File: src/rtl/i2c_resp_pkg.sv
// Shared types and constants for the I2C register responder: FSM state encoding,
// default target address, bus ACK/NACK levels and a majority helper for the bus filter.
package i2c_resp_pkg;

   typedef enum logic [3:0] {
      IDLE,
      ADDR,
      ADDR_ACK,
      PTR,
      PTR_ACK,
      WDATA,
      WDATA_ACK,
      RDATA,
      RDATA_ACK
   } state_t;

   localparam logic [6:0] DEV_ADDR_DEFAULT = 7'h50;

   // Open-drain levels: ACK pulls the line low, NACK doubles as "released".
   localparam logic ACK_LVL  = 1'b0;
   localparam logic NACK_LVL = 1'b1;

   function automatic logic maj3(input logic a, input logic b, input logic c);
      return (a & b) | (a & c) | (b & c);
   endfunction

endpackage

File: src/rtl/i2c_bus_sync.sv
// Bus front end: 2-flop synchronisers on SCL/SDA, optional 2-of-3 majority filter
// (macro I2C_RESP_GLITCH_FILTER_EN), SCL edge and START/STOP detection.
module i2c_bus_sync
   import i2c_resp_pkg::*;
(
   input  logic clk,
   input  logic rst,
   input  logic scl_i,
   input  logic sda_i,
   output logic sda,
   output logic scl_rise,
   output logic scl_fall,
   output logic start,
   output logic stop
);

   logic [1:0] raw;
   logic [1:0] line;
   logic [1:0] prev_reg;

   assign raw = {scl_i, sda_i};

   genvar gi;
   generate
      for (gi = 0; gi < 2; gi++) begin : g_line
         logic meta_reg;
         logic sync_reg;

         always_ff @(posedge clk or negedge rst) begin
            if (!rst) begin
               meta_reg <= 1'b1;
               sync_reg <= 1'b1;
            end else begin
               meta_reg <= raw[gi];
               sync_reg <= meta_reg;
            end
         end

`ifdef I2C_RESP_GLITCH_FILTER_EN
         logic [1:0] hist_reg;
         logic       filt_reg;

         always_ff @(posedge clk or negedge rst) begin
            if (!rst) begin
               hist_reg <= 2'b11;
               filt_reg <= 1'b1;
            end else begin
               hist_reg <= {hist_reg[0], sync_reg};
               filt_reg <= maj3(sync_reg, hist_reg[0], hist_reg[1]);
            end
         end

         assign line[gi] = filt_reg;
`else
         assign line[gi] = sync_reg;
`endif
      end
   endgenerate

   always_ff @(posedge clk or negedge rst) begin
      if (!rst) begin
         prev_reg <= 2'b11;
      end else begin
         prev_reg <= line;
      end
   end

   assign sda      = line[0];
   assign scl_rise = line[1] & ~prev_reg[1];
   assign scl_fall = ~line[1] & prev_reg[1];
   // SDA may only move with SCL high across both samples for a bus condition.
   assign start    = line[1] & prev_reg[1] & prev_reg[0] & ~line[0];
   assign stop     = line[1] & prev_reg[1] & ~prev_reg[0] & line[0];

endmodule

File: src/rtl/i2c_responder.sv
// I2C target exposing a NUM_REGS x 8 register file with an auto-incrementing pointer.
// Build option: I2C_RESP_GLITCH_FILTER_EN enables the bus majority filter.
module i2c_responder
   import i2c_resp_pkg::*;
#(
   parameter logic [6:0] DEV_ADDR = DEV_ADDR_DEFAULT,
   parameter int         NUM_REGS = 16
) (
   input  logic                        clk,
   input  logic                        rst,
   input  logic                        scl_i,
   input  logic                        sda_i,
   output logic                        resp_sda_o,
   output logic                        busy,
   output logic                        wr_stb,
   output logic [$clog2(NUM_REGS)-1:0] wr_idx,
   output logic [7:0]                  wr_data
);

   localparam int IDX_W = $clog2(NUM_REGS);

   logic sda;
   logic scl_rise;
   logic scl_fall;
   logic start;
   logic stop;

   i2c_bus_sync u_bus_sync (
      .clk      (clk),
      .rst      (rst),
      .scl_i    (scl_i),
      .sda_i    (sda_i),
      .sda      (sda),
      .scl_rise (scl_rise),
      .scl_fall (scl_fall),
      .start    (start),
      .stop     (stop)
   );

   state_t           state_reg, state_next;
   logic [2:0]       bit_cnt_reg, bit_cnt_next;
   logic [6:0]       shift_reg, shift_next;
   logic [IDX_W-1:0] ptr_reg, ptr_next;
   logic             sda_reg, sda_next;
   logic             busy_reg, busy_next;
   logic             ack_phase_reg, ack_phase_next;
   logic             rw_reg, rw_next;
   logic             wr_stb_reg;
   logic [IDX_W-1:0] wr_idx_reg;
   logic [7:0]       wr_data_reg;
   logic             reg_we;
   logic [7:0]       byte_in;
   logic [7:0]       rd_byte;
   logic [7:0]       regs [NUM_REGS];

   // The byte completes on the 8th rising edge, so fold in the live SDA sample.
   assign byte_in = {shift_reg, sda};
   assign rd_byte = regs[ptr_reg];

   always_ff @(posedge clk or negedge rst) begin
      if (!rst) begin
         state_reg     <= IDLE;
         bit_cnt_reg   <= 3'd0;
         shift_reg     <= 7'd0;
         ptr_reg       <= '0;
         sda_reg       <= NACK_LVL;
         busy_reg      <= 1'b0;
         ack_phase_reg <= 1'b0;
         rw_reg        <= 1'b0;
         wr_stb_reg    <= 1'b0;
         wr_idx_reg    <= '0;
         wr_data_reg   <= 8'h00;
      end else begin
         state_reg     <= state_next;
         bit_cnt_reg   <= bit_cnt_next;
         shift_reg     <= shift_next;
         ptr_reg       <= ptr_next;
         sda_reg       <= sda_next;
         busy_reg      <= busy_next;
         ack_phase_reg <= ack_phase_next;
         rw_reg        <= rw_next;
         wr_stb_reg    <= reg_we;
         if (reg_we) begin
            wr_idx_reg  <= ptr_reg;
            wr_data_reg <= byte_in;
         end
      end
   end

   genvar gi;
   generate
      for (gi = 0; gi < NUM_REGS; gi++) begin : g_reg
         always_ff @(posedge clk or negedge rst) begin
            if (!rst) begin
               regs[gi] <= 8'h00;
            end else if (reg_we && (ptr_reg == IDX_W'(gi))) begin
               regs[gi] <= byte_in;
            end
         end
      end
   endgenerate

   always_comb begin
      state_next     = state_reg;
      bit_cnt_next   = bit_cnt_reg;
      shift_next     = shift_reg;
      ptr_next       = ptr_reg;
      sda_next       = sda_reg;
      busy_next      = busy_reg;
      ack_phase_next = ack_phase_reg;
      rw_next        = rw_reg;
      reg_we         = 1'b0;

      if (stop) begin
         state_next     = IDLE;
         sda_next       = NACK_LVL;
         busy_next      = 1'b0;
         ack_phase_next = 1'b0;
      end else if (start) begin
         state_next     = ADDR;
         bit_cnt_next   = 3'd0;
         sda_next       = NACK_LVL;
         ack_phase_next = 1'b0;
      end else begin
         unique case (state_reg)
            IDLE: ;

            ADDR, PTR, WDATA: begin
               if (scl_rise) begin
                  shift_next   = byte_in[6:0];
                  bit_cnt_next = bit_cnt_reg + 3'd1;
                  if (bit_cnt_reg == 3'd7) begin
                     if (state_reg == ADDR) begin
                        if (byte_in[7:1] == DEV_ADDR) begin
                           state_next = ADDR_ACK;
                           rw_next    = byte_in[0];
                           busy_next  = 1'b1;
                        end else begin
                           state_next = IDLE;
                           busy_next  = 1'b0;
                        end
                     end else if (state_reg == PTR) begin
                        ptr_next   = byte_in[IDX_W-1:0];
                        state_next = PTR_ACK;
                     end else begin
                        reg_we     = 1'b1;
                        ptr_next   = ptr_reg + 1'b1;
                        state_next = WDATA_ACK;
                     end
                  end
               end
            end

            // First falling edge pulls SDA low, the second one ends the ACK slot.
            ADDR_ACK, PTR_ACK, WDATA_ACK: begin
               if (scl_fall) begin
                  if (!ack_phase_reg) begin
                     sda_next       = ACK_LVL;
                     ack_phase_next = 1'b1;
                  end else begin
                     ack_phase_next = 1'b0;
                     bit_cnt_next   = 3'd0;
                     sda_next       = NACK_LVL;
                     if (state_reg == ADDR_ACK) begin
                        if (rw_reg) begin
                           state_next = RDATA;
                           sda_next   = rd_byte[7];
                        end else begin
                           state_next = PTR;
                        end
                     end else begin
                        state_next = WDATA;
                     end
                  end
               end
            end

            RDATA: begin
               if (scl_rise) begin
                  bit_cnt_next = bit_cnt_reg + 3'd1;
                  if (bit_cnt_reg == 3'd7) begin
                     state_next = RDATA_ACK;
                  end
               end else if (scl_fall) begin
                  sda_next = rd_byte[3'd7 - bit_cnt_reg];
               end
            end

            RDATA_ACK: begin
               if (scl_fall) begin
                  sda_next = NACK_LVL;
               end else if (scl_rise) begin
                  if (sda == ACK_LVL) begin
                     ptr_next     = ptr_reg + 1'b1;
                     bit_cnt_next = 3'd0;
                     state_next   = RDATA;
                  end else begin
                     sda_next   = NACK_LVL;
                     state_next = IDLE;
                  end
               end
            end

            default: state_next = IDLE;
         endcase
      end
   end

   assign resp_sda_o = sda_reg;
   assign busy       = busy_reg;
   assign wr_stb     = wr_stb_reg;
   assign wr_idx     = wr_idx_reg;
   assign wr_data    = wr_data_reg;

endmodule

File: config.mk
export PLATFORM = sky130hd
export DESIGN_NAME = i2c_responder
export DESIGN_NICKNAME = d
export VERILOG_FILES = /design/src/rtl/i2c_resp_pkg.sv /design/src/rtl/i2c_bus_sync.sv /design/src/rtl/i2c_responder.sv
export SDC_FILE = /design/constraint.sdc
export NUM_CORES = 1
export LEC_CHECK = 0
export CORE_UTILIZATION = 30
export CTS_BUF_LIST = sky130_fd_sc_hd__clkbuf_8
export DETAILED_ROUTE_END_ITERATION = 8
export SYNTH_ARGS = -nofsm -noshare
export SYNTH_HDL_FRONTEND = slang
export SYNTH_SLANG_ARGS = --single-unit
File: constraint.sdc
create_clock -name clk -period 5.5 [get_ports clk]
set_input_delay 1.375 -clock clk [delete_from_list [all_inputs] [get_ports clk]]
set_output_delay 1.375 -clock clk [all_outputs]
set_load 0.02 [all_outputs]
==> impl_results.md, run 1 <==
- Number of flip-flops in the largest register: 128
- Post-synthesis cell count: 587
- Post-synthesis simple-gate area fraction: 0.0731
- Final setup fails: 0
- XOR/XNOR Fraction of Synth Area: 0.00216
- Adder-Cell Fraction of Synth Area: 0.0151
- Initial antenna violation count: 0
- Worst Max-Slew Pin Slew: 1220 ps
- Total GRT Usage: 0.141
- CP endpoint kind: flop
- Seq/Total Area, Yosys: 0.522
- Share of cells above drive strength 1: 0.407
- P_sw: 692 uW
- Clk sinks: 169
- Post-synth EDFFs: 0
- Power share of the clock group: 0.391
- Yosys cell types: 62
- Num ports: 19
- Gr ovfl total: 0
- Largest family of logic cells by synthesized area: multiplexers
- Reg area: 0.00424 sq mm
- Worst endpoint required time: 5860 ps
- Vias in the first global route: 5214
- Leakage: 4.24 nW
- Slew Limit Headroom: 0.185
- Worst setup path class: flop to flop
- Root Driver: clkbuf_8
- Mux contribution to synthesized area: 0.306
- Internal Power: 1.74 mW
- Core area: 0.0263 sq mm
- Mapped Nets: 600
- Maxcap violations: 0
- DRC Markers: 0
- Most used DFF post-synth: dfrtp_1
- Area of the multi-input gates: 0.00366 sq mm
- Most frequent cells in the layout: dfrtp_1, mux2_2, mux4_2
- Arrival time worst endpoint: 4210 ps
- Hold_buf cts: 0
- CTS buffer count: 17
- Synthesized area: 0.00812 sq mm
- Commonest non-fill, non-tap cell in the layout: dfrtp_1
- Ys async rst share: 1.00
- Top routing layer used: met4
- WL final: 18600 microns
- Peak VDD IR: 0.139 mV
- Starting Density: 0.309
- Crit path launch type: flop
- Die area: 0.0277 sq mm
- Vias: 4960
- Synthesis-to-finish area growth: 11.2%
- Synth warnings: 0
- ANT cells: 0
- Setup TNS: 0 ps
- # H-tree levels: 4
- CTS tree: built
- Synth Area in Compound Gates: 0.0544
- Synth Register Bits: 169
- Net Sw Frac: 0.284
- Die X: 166 microns
- Met2 WL: 8680 microns
- Post-DR wirelength/cell: 19.9 microns
- Met3 WL: 746 microns
- Worst Hold Class: flop to flop
- Max frequency: 260 MHz
- Routability Congestion: 0.818
- Pin count of the biggest net entering global routing: 102
- Std-Cell Rows: 59
- Cell area after layout: 0.00903 sq mm
- Initial DRT Pass Iterations: 5
- Clock transition at path regs: 100 ps
- Flop pwr share: 0.558
- Pwr Density: 270 mW/mm^2
- Placed Instance Area: 0.00859 sq mm
- Clk Latency, worst-skew pair: 470 ps
- First-pass GRT wire length: 30100 microns
- RSZ-0062 raised after global routing: false
- DIE HEIGHT: 166 microns
- I/O Buffers: 18
- Hpwl dp: 12100 microns
- Max clock buf depth: 2
- Fillers: 2581
- Nets: 602
- Status: finished, final reports clean
- Setup bufs post-CTS: 0
- Syn avg cell area: 13.8 sq um
- Final Cycle Share: 0.700
- Vias/cell: 5.29
- Worst Skew: 14.3 ps
- Wl on met1: 8700 microns
- Comb pwr share: 0.051
- CP max FO: 26
- Antenna-violating nets left: 0
- Post-CTS Resized: 0
- Post-route minimum period: 3850 ps
- Final hold vios: 0
- Final Max Slew Viols: 0
- DRT iter0 DRCs: 317
==> per-layer routing <==
layer,GRT usage,up-vias
met5,0,-
met1,0.190,2607
met4,0.0531,0
li1,-,2186
met3,0.0304,36
met2,0.223,131
==> synth_stat cells (6+ instances only) <==
| master | instances | area share |
|---|---|---|
| buf_2 | 9 | 0.0055 |
| mux2i_1 | 14 | 0.017 |
| nor3_1 | 6 | 0.0037 |
| o21ai_0 | 8 | 0.0049 |
| a21oi_1 | 11 | 0.0068 |
| mux2_2 | 150 | 0.21 |
| ha_1 | 9 | 0.014 |
| clkbuf_1 | 28 | 0.013 |
| mux4_2 | 29 | 0.080 |
| inv_1 | 11 | 0.0051 |
| nor2_1 | 24 | 0.011 |
| dfrtp_1 | 162 | 0.50 |
| nand2_1 | 17 | 0.0079 |
| dfstp_2 | 7 | 0.023 |
| nand3_1 | 14 | 0.0086 |
==> critical path: stages, from the launching register on <==
cell and delay, ps:
dfstp_2 850, xor2_1 150, nand2_1 220, nand3_1 300, nor2_2 1030, nand3_1 690, mux2_2 470
==> through the flow <==
stage	hold slack, ps	setup slack [ps]	power [mW]	utilization	cells
2_1_floorplan	345	3210	1.43	-	587
3_3_place_gp	348	1900	1.50	0.327	905
3_5_place_dp	347	1710	1.51	0.327	905
4_1_cts	362	1660	2.46	0.343	937
5_1_grt	365	1350	2.54	0.343	937
6_report	361	1650	2.43	0.343	937
==> cells by family (layout without fill, tap and decap cells) <==
kind of cell             Yosys count  in the layout
multiplexers                     193            193
flip-flops                       169            169
AND/OR/NAND/NOR                  100            100
AO/OA/AOI/OAI                     60             60
buffers and inverters             53             68
adder cells (fa/ha/maj)           10             10
XOR/XNOR                           2              2
==> worst paths after layout <==
kind                                          startpoint                            end  slack, ps  cells after the start
max in group asynchronous                            rst                       regs[60]       3440                      2
hold / removal             u_bus_sync.g_line[1].meta_reg  u_bus_sync.g_line[1].sync_reg        360                      0
hold reg to reg            u_bus_sync.g_line[1].meta_reg  u_bus_sync.g_line[1].sync_reg        360                      0
setup / recovery                          u_bus_sync.sda                      regs[112]       1650                      6
setup reg to reg                          u_bus_sync.sda                      regs[112]       1650                      6
min in group asynchronous                            rst                   state_reg[3]        980                      1
==> cell type report <==
class / count / area share
Sequential cell: 169 / 0.470
Multi-Input combinational cell: 365 / 0.405
Clock buffer: 17 / 0.0259
Timing Repair Buffer: 25 / 0.0259
Inverter: 11 / 0.00457
Clock inverter: 15 / 0.0220
Tap cell: 335 / 0.0464
==> power by group through the flow <==
stage | combinational (mW) | clock, mW | sequential (mW)
final | 0.123 | 0.952 | 1.36
after floorplan | 0.126 | 0 | 1.30
after detailed placement | 0.122 | 0 | 1.38
after CTS | 0.123 | 0.976 | 1.36
after global routing | 0.141 | 1.03 | 1.37
after global placement | 0.119 | 0 | 1.38
No activity file was read; power rests on OpenSTA's default activity.
==> inputs of run 2 (changes only) <==
==> constraint.sdc (replaced) <==
create_clock -name clk -period 3.4 [get_ports clk]
set_input_delay 0.85 -clock clk [delete_from_list [all_inputs] [get_ports clk]]
set_output_delay 0.85 -clock clk [all_outputs]
set_load 0.02 [all_outputs]
==> run 2 against run 1 <==
- register-to-register slack got worse by 1100 ps
- count of clock-buffer cells in the layout stayed put
- sequential power is 61% higher
- worst hold slack lost 47 ps
- combinational power grew 77%
- clock power up 54%
- wire length up 1.1%
- non-clock buffer count up 7
- critical path depth rose by 1
- sequential share of layout area decreased by 0.42 points
- sequential cell count unchanged
==> impl_results.md, run 2 (synthesis gave the netlist of run 1 again) <==
- CTS buffer count: 17 (unchanged)
- Final Max Slew Viols: 0 (unchanged)
- Post-CTS Resized: 0 (unchanged)
- First-pass GRT wire length: 30300 microns (was 30100 microns)
- Maxcap violations: 0 (unchanged)
- Clk sinks: 169 (unchanged)
- Gr ovfl total: 0 (unchanged)
- R2R Path End: resp_sda_o (was regs[112])
- Power share of the clock group: 0.378 (was 0.391)
- Pwr Density: 426 mW/mm^2 (was 270 mW/mm^2)
- Nets: 609 (was 602)
- P_sw: 1.13 mW (was 692 uW)
- Max clock buf depth: 2 (unchanged)
- Worst Skew: 16.1 ps (was 14.3 ps)
- Share of cells above drive strength 1: 0.414 (was 0.407)
- Slew Limit Headroom: 0.317 (was 0.185)
- Worst Reg2Reg Path Length in Cells: 7 (was 6)
- Final Cycle Share: 0.836 (was 0.700)
- Worst path bufs/invs: 1 (was 0)
- Slowest-stage cell, CP: dfrtp_1 (was nor2_2)
- DRT iter0 DRCs: 268 (was 317)
- Leakage: 4.28 nW (was 4.24 nW)
- Synthesis-to-finish area growth: 12.2% (was 11.2%)
- Final setup fails: 0 (unchanged)
- Reg2reg setup slack: 560 ps (was 1650 ps)
- Top delay family on crit path: compound AO/OA/AOI/OAI gates (was simple AND/OR/NAND/NOR gates)
- Vias in the first global route: 5296 (was 5214)
- Post-route minimum period: 2840 ps (was 3850 ps)
- Worst setup path class: flop to flop (unchanged)
- Net Sw Frac: 0.292 (was 0.284)
- Most frequent cells in the layout: dfrtp_1, mux2_2, mux4_2 (unchanged)
- Routability Congestion: 0.822 (was 0.818)
- Worst Hold Class: input pin to asynchronous set/reset pin (was flop to flop)
- Fillers: 2570 (was 2581)
- Peak VDD IR: 0.279 mV (was 0.139 mV)
- WL final: 18800 microns (was 18600 microns)
- ANT cells: 0 (unchanged)
- Core area: 0.0263 sq mm (unchanged)
- Clk Latency, worst-skew pair: 480 ps (was 470 ps)
- Setup TNS: 0 ps (unchanged)
- Max frequency: 352 MHz (was 260 MHz)
- Flop pwr share: 0.566 (was 0.558)
- CTS tree: built (unchanged)
- Commonest non-fill, non-tap cell in the layout: dfrtp_1 (unchanged)
- WHS: 314 ps (was 361 ps)
- Starting Density: 0.309 (unchanged)
- Post-DR wirelength/cell: 19.9 microns (about the same)
- CP max FO: 24 (was 26)
- Comb pwr share: 0.056 (was 0.051)
- Worst Max-Slew Pin Slew: 1020 ps (was 1220 ps)
- Pin count of the biggest net entering global routing: 75 (was 102)
- Arrival time worst endpoint: 3260 ps (was 4210 ps)
- Final hold vios: 0 (unchanged)
- Total GRT Usage: 0.143 (was 0.141)
- I/O Buffers: 18 (unchanged)
- Crit-path max cell delay: 770 ps (was 1030 ps)
- CP endpoint kind: flop (unchanged)
- Clock transition at path regs: 100 ps (about the same)
- Number of flip-flops in the largest register: 128 (unchanged)
- Worst endpoint required time: 3820 ps (was 5860 ps)
- Reg area: 0.00424 sq mm (unchanged)
- Num ports: 19 (unchanged)
- DIE HEIGHT: 166 microns (unchanged)
- Vias: 4971 (was 4960)
- Area of the multi-input gates: 0.00366 sq mm (unchanged)
- Vias/cell: 5.27 (was 5.29)
- Initial antenna violation count: 0 (unchanged)
- # H-tree levels: 4 (unchanged)
- Internal Power: 2.75 mW (was 1.74 mW)
- Setup bufs post-CTS: 0 (unchanged)
- Die X: 166 microns (unchanged)
- Std-Cell Rows: 59 (unchanged)
- Antenna-violating nets left: 0 (unchanged)
- Initial DRT Pass Iterations: 5 (unchanged)
- Hold_buf cts: 0 (unchanged)
- Crit path launch type: flop (unchanged)
- Worst path cell trace: buf_4 -> or3b_2 -> o221ai_1 -> a211oi_1 -> o32ai_1 -> a2111oi_2 -> nor2_1 (was xor2_1 -> nand2_1 -> nand3_1 -> nor2_2 -> nand3_1 -> mux2_2)
- RSZ-0062 raised after global routing: false (unchanged)
- Status: finished, final reports clean (unchanged)
- Die area: 0.0277 sq mm (unchanged)
- DRC Markers: 0 (unchanged)
- Hpwl dp: 12500 microns (was 12100 microns)
- Root Driver: clkbuf_8 (unchanged)
- R2R Path Start: ptr_reg[3] (was u_bus_sync.sda)
[run 2: changes by cell type in the layout (fill, tap and decap cells not counted), sizes merged]
cell,delta
clkinvlp,-1
buf,+7
bufinv,-1
clkinv,+4
inv,-2
[run 2: power groups by stage]
stage                     combinational, mW  clock, mW  sequential [mW]
after floorplan                       0.204          0             2.10
after global placement                0.212          0             2.23
after detailed placement              0.218          0             2.23
after CTS                             0.221       1.50             2.19
after global routing                  0.241       1.58             2.20
final                                 0.218       1.47             2.19
[run 2: worst max-delay path by stage]
stage | cells after the start | startpoint | slack (ps) | to
global route | 7 | state_reg[0] | 430 | regs[54]
detailed placement | 7 | state_reg[0] | 630 | regs[54]
CTS | 7 | state_reg[0] | 610 | regs[51]
global placement | 7 | ptr_reg[3] | 630 | resp_sda_o
finish | 7 | ptr_reg[3] | 560 | resp_sda_o
floorplan | 8 | ptr_reg[1] | 1110 | resp_sda_o
[run 2: final cells by class]
| type | instances | area share |
|---|---|---|
| clock buffer | 17 | 0.0257 |
| clock inverter | 15 | 0.0195 |
| inverter | 11 | 0.00453 |
| multi-input combinational | 365 | 0.402 |
| sequential | 169 | 0.465 |
| tap | 335 | 0.0460 |
| timing repair buffer | 32 | 0.0370 |
[run 2: metal layers]
layer / routed length (microns) / share of wire / track usage / vias to the layer above
li1: - / - / - / 2206
met1: 8340 / 0.44 / 0.184 / 2623
met2: 9360 / 0.50 / 0.239 / 124
met3: 851 / 0.045 / 0.0349 / 18
met4: 259 / 0.014 / 0.0386 / 0
met5: 0 / 0 / 0 / -
[run 2: worst register-to-register path: cells and delay by family, from the launching register on]
family | cells | cell delay [ps]
AO/OA/AOI/OAI | 4 | 1030
AND/OR/NAND/NOR | 2 | 630
flip-flops | 1 | 770
buffers and inverters | 1 | 360
[run 2: through the flow]
step,instances,power (mW),setup slack [ps],instance area (sq um),utilization
after global routing,944,4.02,430,9110,0.347
final,944,3.88,559,9110,0.347
after CTS,944,3.91,607,9110,0.347
after detailed placement,912,2.45,625,8700,0.331
after global placement,912,2.44,627,8700,0.331
after floorplan,587,2.31,1110,8120,-
==> inputs of run 3 (changes only) <==
==> constraint.sdc (replaced) <==
create_clock -name clk -period 2.58 [get_ports clk]
set_input_delay 0.645 -clock clk [delete_from_list [all_inputs] [get_ports clk]]
set_output_delay 0.645 -clock clk [all_outputs]
set_load 0.02 [all_outputs]
==> run 3 against run 2 <==
- register-to-register slack got worse by 400 ps
- final cell count rose by 2.1%
- fmax rose by 17%
- critical path type unchanged
- via count rose by 1.8%
- sequential share of layout area fell by 0.93 points
- combinational power rose by 130%
- worst setup slack got worse by 400 ps
- largest power group unchanged
- critical endpoint is now regs[92]
==> impl_results.md, run 3 (synthesis gave the netlist of run 1 again) <==
- Placed insts: 932 (was 912)
- Peak VDD IR: 0.377 mV (was 0.279 mV)
- Vias in the first global route: 5513 (was 5296)
- Root Driver: clkbuf_8 (unchanged)
- Top routing layer used: met4 (unchanged)
- Pin count of the biggest net entering global routing: 65 (was 75)
- Commonest non-fill, non-tap cell in the layout: dfrtp_1 (unchanged)
- Total GRT Usage: 0.147 (was 0.143)
- Worst Max-Slew Pin Slew: 612 ps (was 1020 ps)
- Status: finished, final reports clean (unchanged)
- Crit path launch type: flop (unchanged)
- CTS tree: built (unchanged)
- I/O Buffers: 18 (unchanged)
- Wl on met1: 8830 microns (was 8340 microns)
- DRT iter0 DRCs: 345 (was 268)
- Clk sinks: 169 (unchanged)
- Vias/cell: 5.25 (was 5.27)
- Core area: 0.0263 sq mm (unchanged)
- Synthesis-to-finish area growth: 14.5% (was 12.2%)
- Num ports: 19 (unchanged)
- Gr ovfl total: 0 (unchanged)
- Maxcap violations: 0 (unchanged)
- Hold_buf cts: 0 (unchanged)
- Antenna-violating nets left: 0 (unchanged)
- First-pass GRT wire length: 31500 microns (was 30300 microns)
- Final Max Slew Viols: 0 (unchanged)
- Most frequent cells in the layout: dfrtp_1, mux2_2, mux4_2, buf_4, nor2_1 (was dfrtp_1, mux2_2, mux4_2)
- Starting Density: 0.309 (unchanged)
- Initial DRT Pass Iterations: 4 (was 5)
- Met3 WL: 767 microns (was 851 microns)
- Worst Hold Class: input pin to asynchronous set/reset pin (unchanged)
- Post-route minimum period: 2420 ps (was 2840 ps)
- CTS buffer count: 17 (unchanged)
- Nets: 629 (was 609)
- DIE HEIGHT: 166 microns (unchanged)
- ANT cells: 0 (unchanged)
- Routability Congestion: 0.878 (was 0.822)
- Met2 WL: 9340 microns (was 9360 microns)
- Pwr Density: 564 mW/mm^2 (was 426 mW/mm^2)
- Initial antenna violation count: 0 (unchanged)
- Std-Cell Rows: 59 (unchanged)
- Worst Skew: 13.8 ps (was 16.1 ps)
- Die X: 166 microns (unchanged)
- Final Cycle Share: 0.940 (was 0.836)
- Share of cells above drive strength 1: 0.434 (was 0.414)
- Hpwl dp: 13300 microns (was 12500 microns)
- Vias: 5061 (was 4971)
- Worst endpoint required time: 2940 ps (was 3820 ps)
- Number of flip-flops in the largest register: 128 (unchanged)
- Post-DR wirelength/cell: 19.9 microns (about the same)
- Final hold vios: 0 (unchanged)
- WL final: 19200 microns (was 18800 microns)
- Clock transition at path regs: 90 ps (was 100 ps)
- Max clock buf depth: 2 (unchanged)
- Slew Limit Headroom: 0.591 (was 0.317)
- Final Non-Filler Cells: 964 (was 944)
- Final setup fails: 0 (unchanged)
- Fillers: 2560 (was 2570)
- Final core utilization: 0.354 (was 0.347)
- Max frequency: 413 MHz (was 352 MHz)
- # H-tree levels: 4 (unchanged)
- Arrival time worst endpoint: 2780 ps (was 3260 ps)
- Worst setup path class: flop to flop (unchanged)
- Clk Latency, worst-skew pair: 480 ps (about the same)
- Leakage: 4.40 nW (was 4.28 nW)
- CP max FO: 29 (was 24)
- CP endpoint kind: flop (unchanged)
- Die area: 0.0277 sq mm (unchanged)
- Setup TNS: 0 ps (unchanged)
- DRC Markers: 0 (unchanged)
- RSZ-0062 raised after global routing: false (unchanged)
[run 3: cell count changes in the layout (fill, tap and decap cells not counted), sizes merged]
cell	delta
inv	+2
bufinv	+1
clkinv	-3
buf	+20
[run 3: worst paths after layout]
path	start	to	slack [ps]	cells after the start
setup / recovery	u_bus_sync.g_line[1].sync_reg	regs[92]	160	6
hold reg to reg	u_bus_sync.g_line[0].meta_reg	u_bus_sync.sda	360	0
min in group clk	u_bus_sync.g_line[0].meta_reg	u_bus_sync.sda	360	0
hold / removal	rst	state_reg[2]	120	1
setup reg to reg	u_bus_sync.g_line[1].sync_reg	regs[92]	160	6
max in group asynchronous	rst	u_bus_sync.prev_reg[1]	1750	2
[run 3: layer usage]
layer,vias up,GRT usage
li1,2250,-
met3,20,0.0288
met2,104,0.239
met4,0,0.0415
met1,2687,0.198
met5,-,0
[run 3: area by class of cell]
class	count	area, sq um	area share
Inverter	11	41.3	0.00444
Clock buffer	17	234	0.0252
Clock inverter	15	196	0.0211
Sequential cell	169	4240	0.456
Tap cell	335	419	0.0451
Timing Repair Buffer	52	499	0.0537
Multi-Input combinational cell	365	3660	0.394
[run 3: critical path, stage by stage (launching register included)]
cell and delay, ps:
dfstp_2 570, ha_1 310, nand3_1 160, nor2_2 200
buf_12 230, nand4b_2 400, mux2_2 420
[run 3: timing repair]
action | CTS | global route
buffers inserted | 0 | 0
gates resized for setup | 0 | 1
setup endpoints to repair | 0 | 8
[run 3: report_power, final]
group	total (mW)	switching, mW	internal (mW)
clock network	2.03	1.11	0.917
registers	2.73	0.0370	2.69
logic	0.491	0.337	0.154
total	5.25	1.48	3.76
[run 3: stage by stage]
step / setup slack, ps / total power, mW / hold slack (ps) / instance area (sq um)
finish: 156 / 5.25 / 116 / 9290
CTS: 102 / 5.30 / 117 / 9290
global route: 3.80 / 5.47 / 140 / 9290
global placement: 163 / 3.26 / 347 / 8860
floorplan: 292 / 3.04 / 345 / 8120
detailed placement: 144 / 3.27 / 348 / 8860
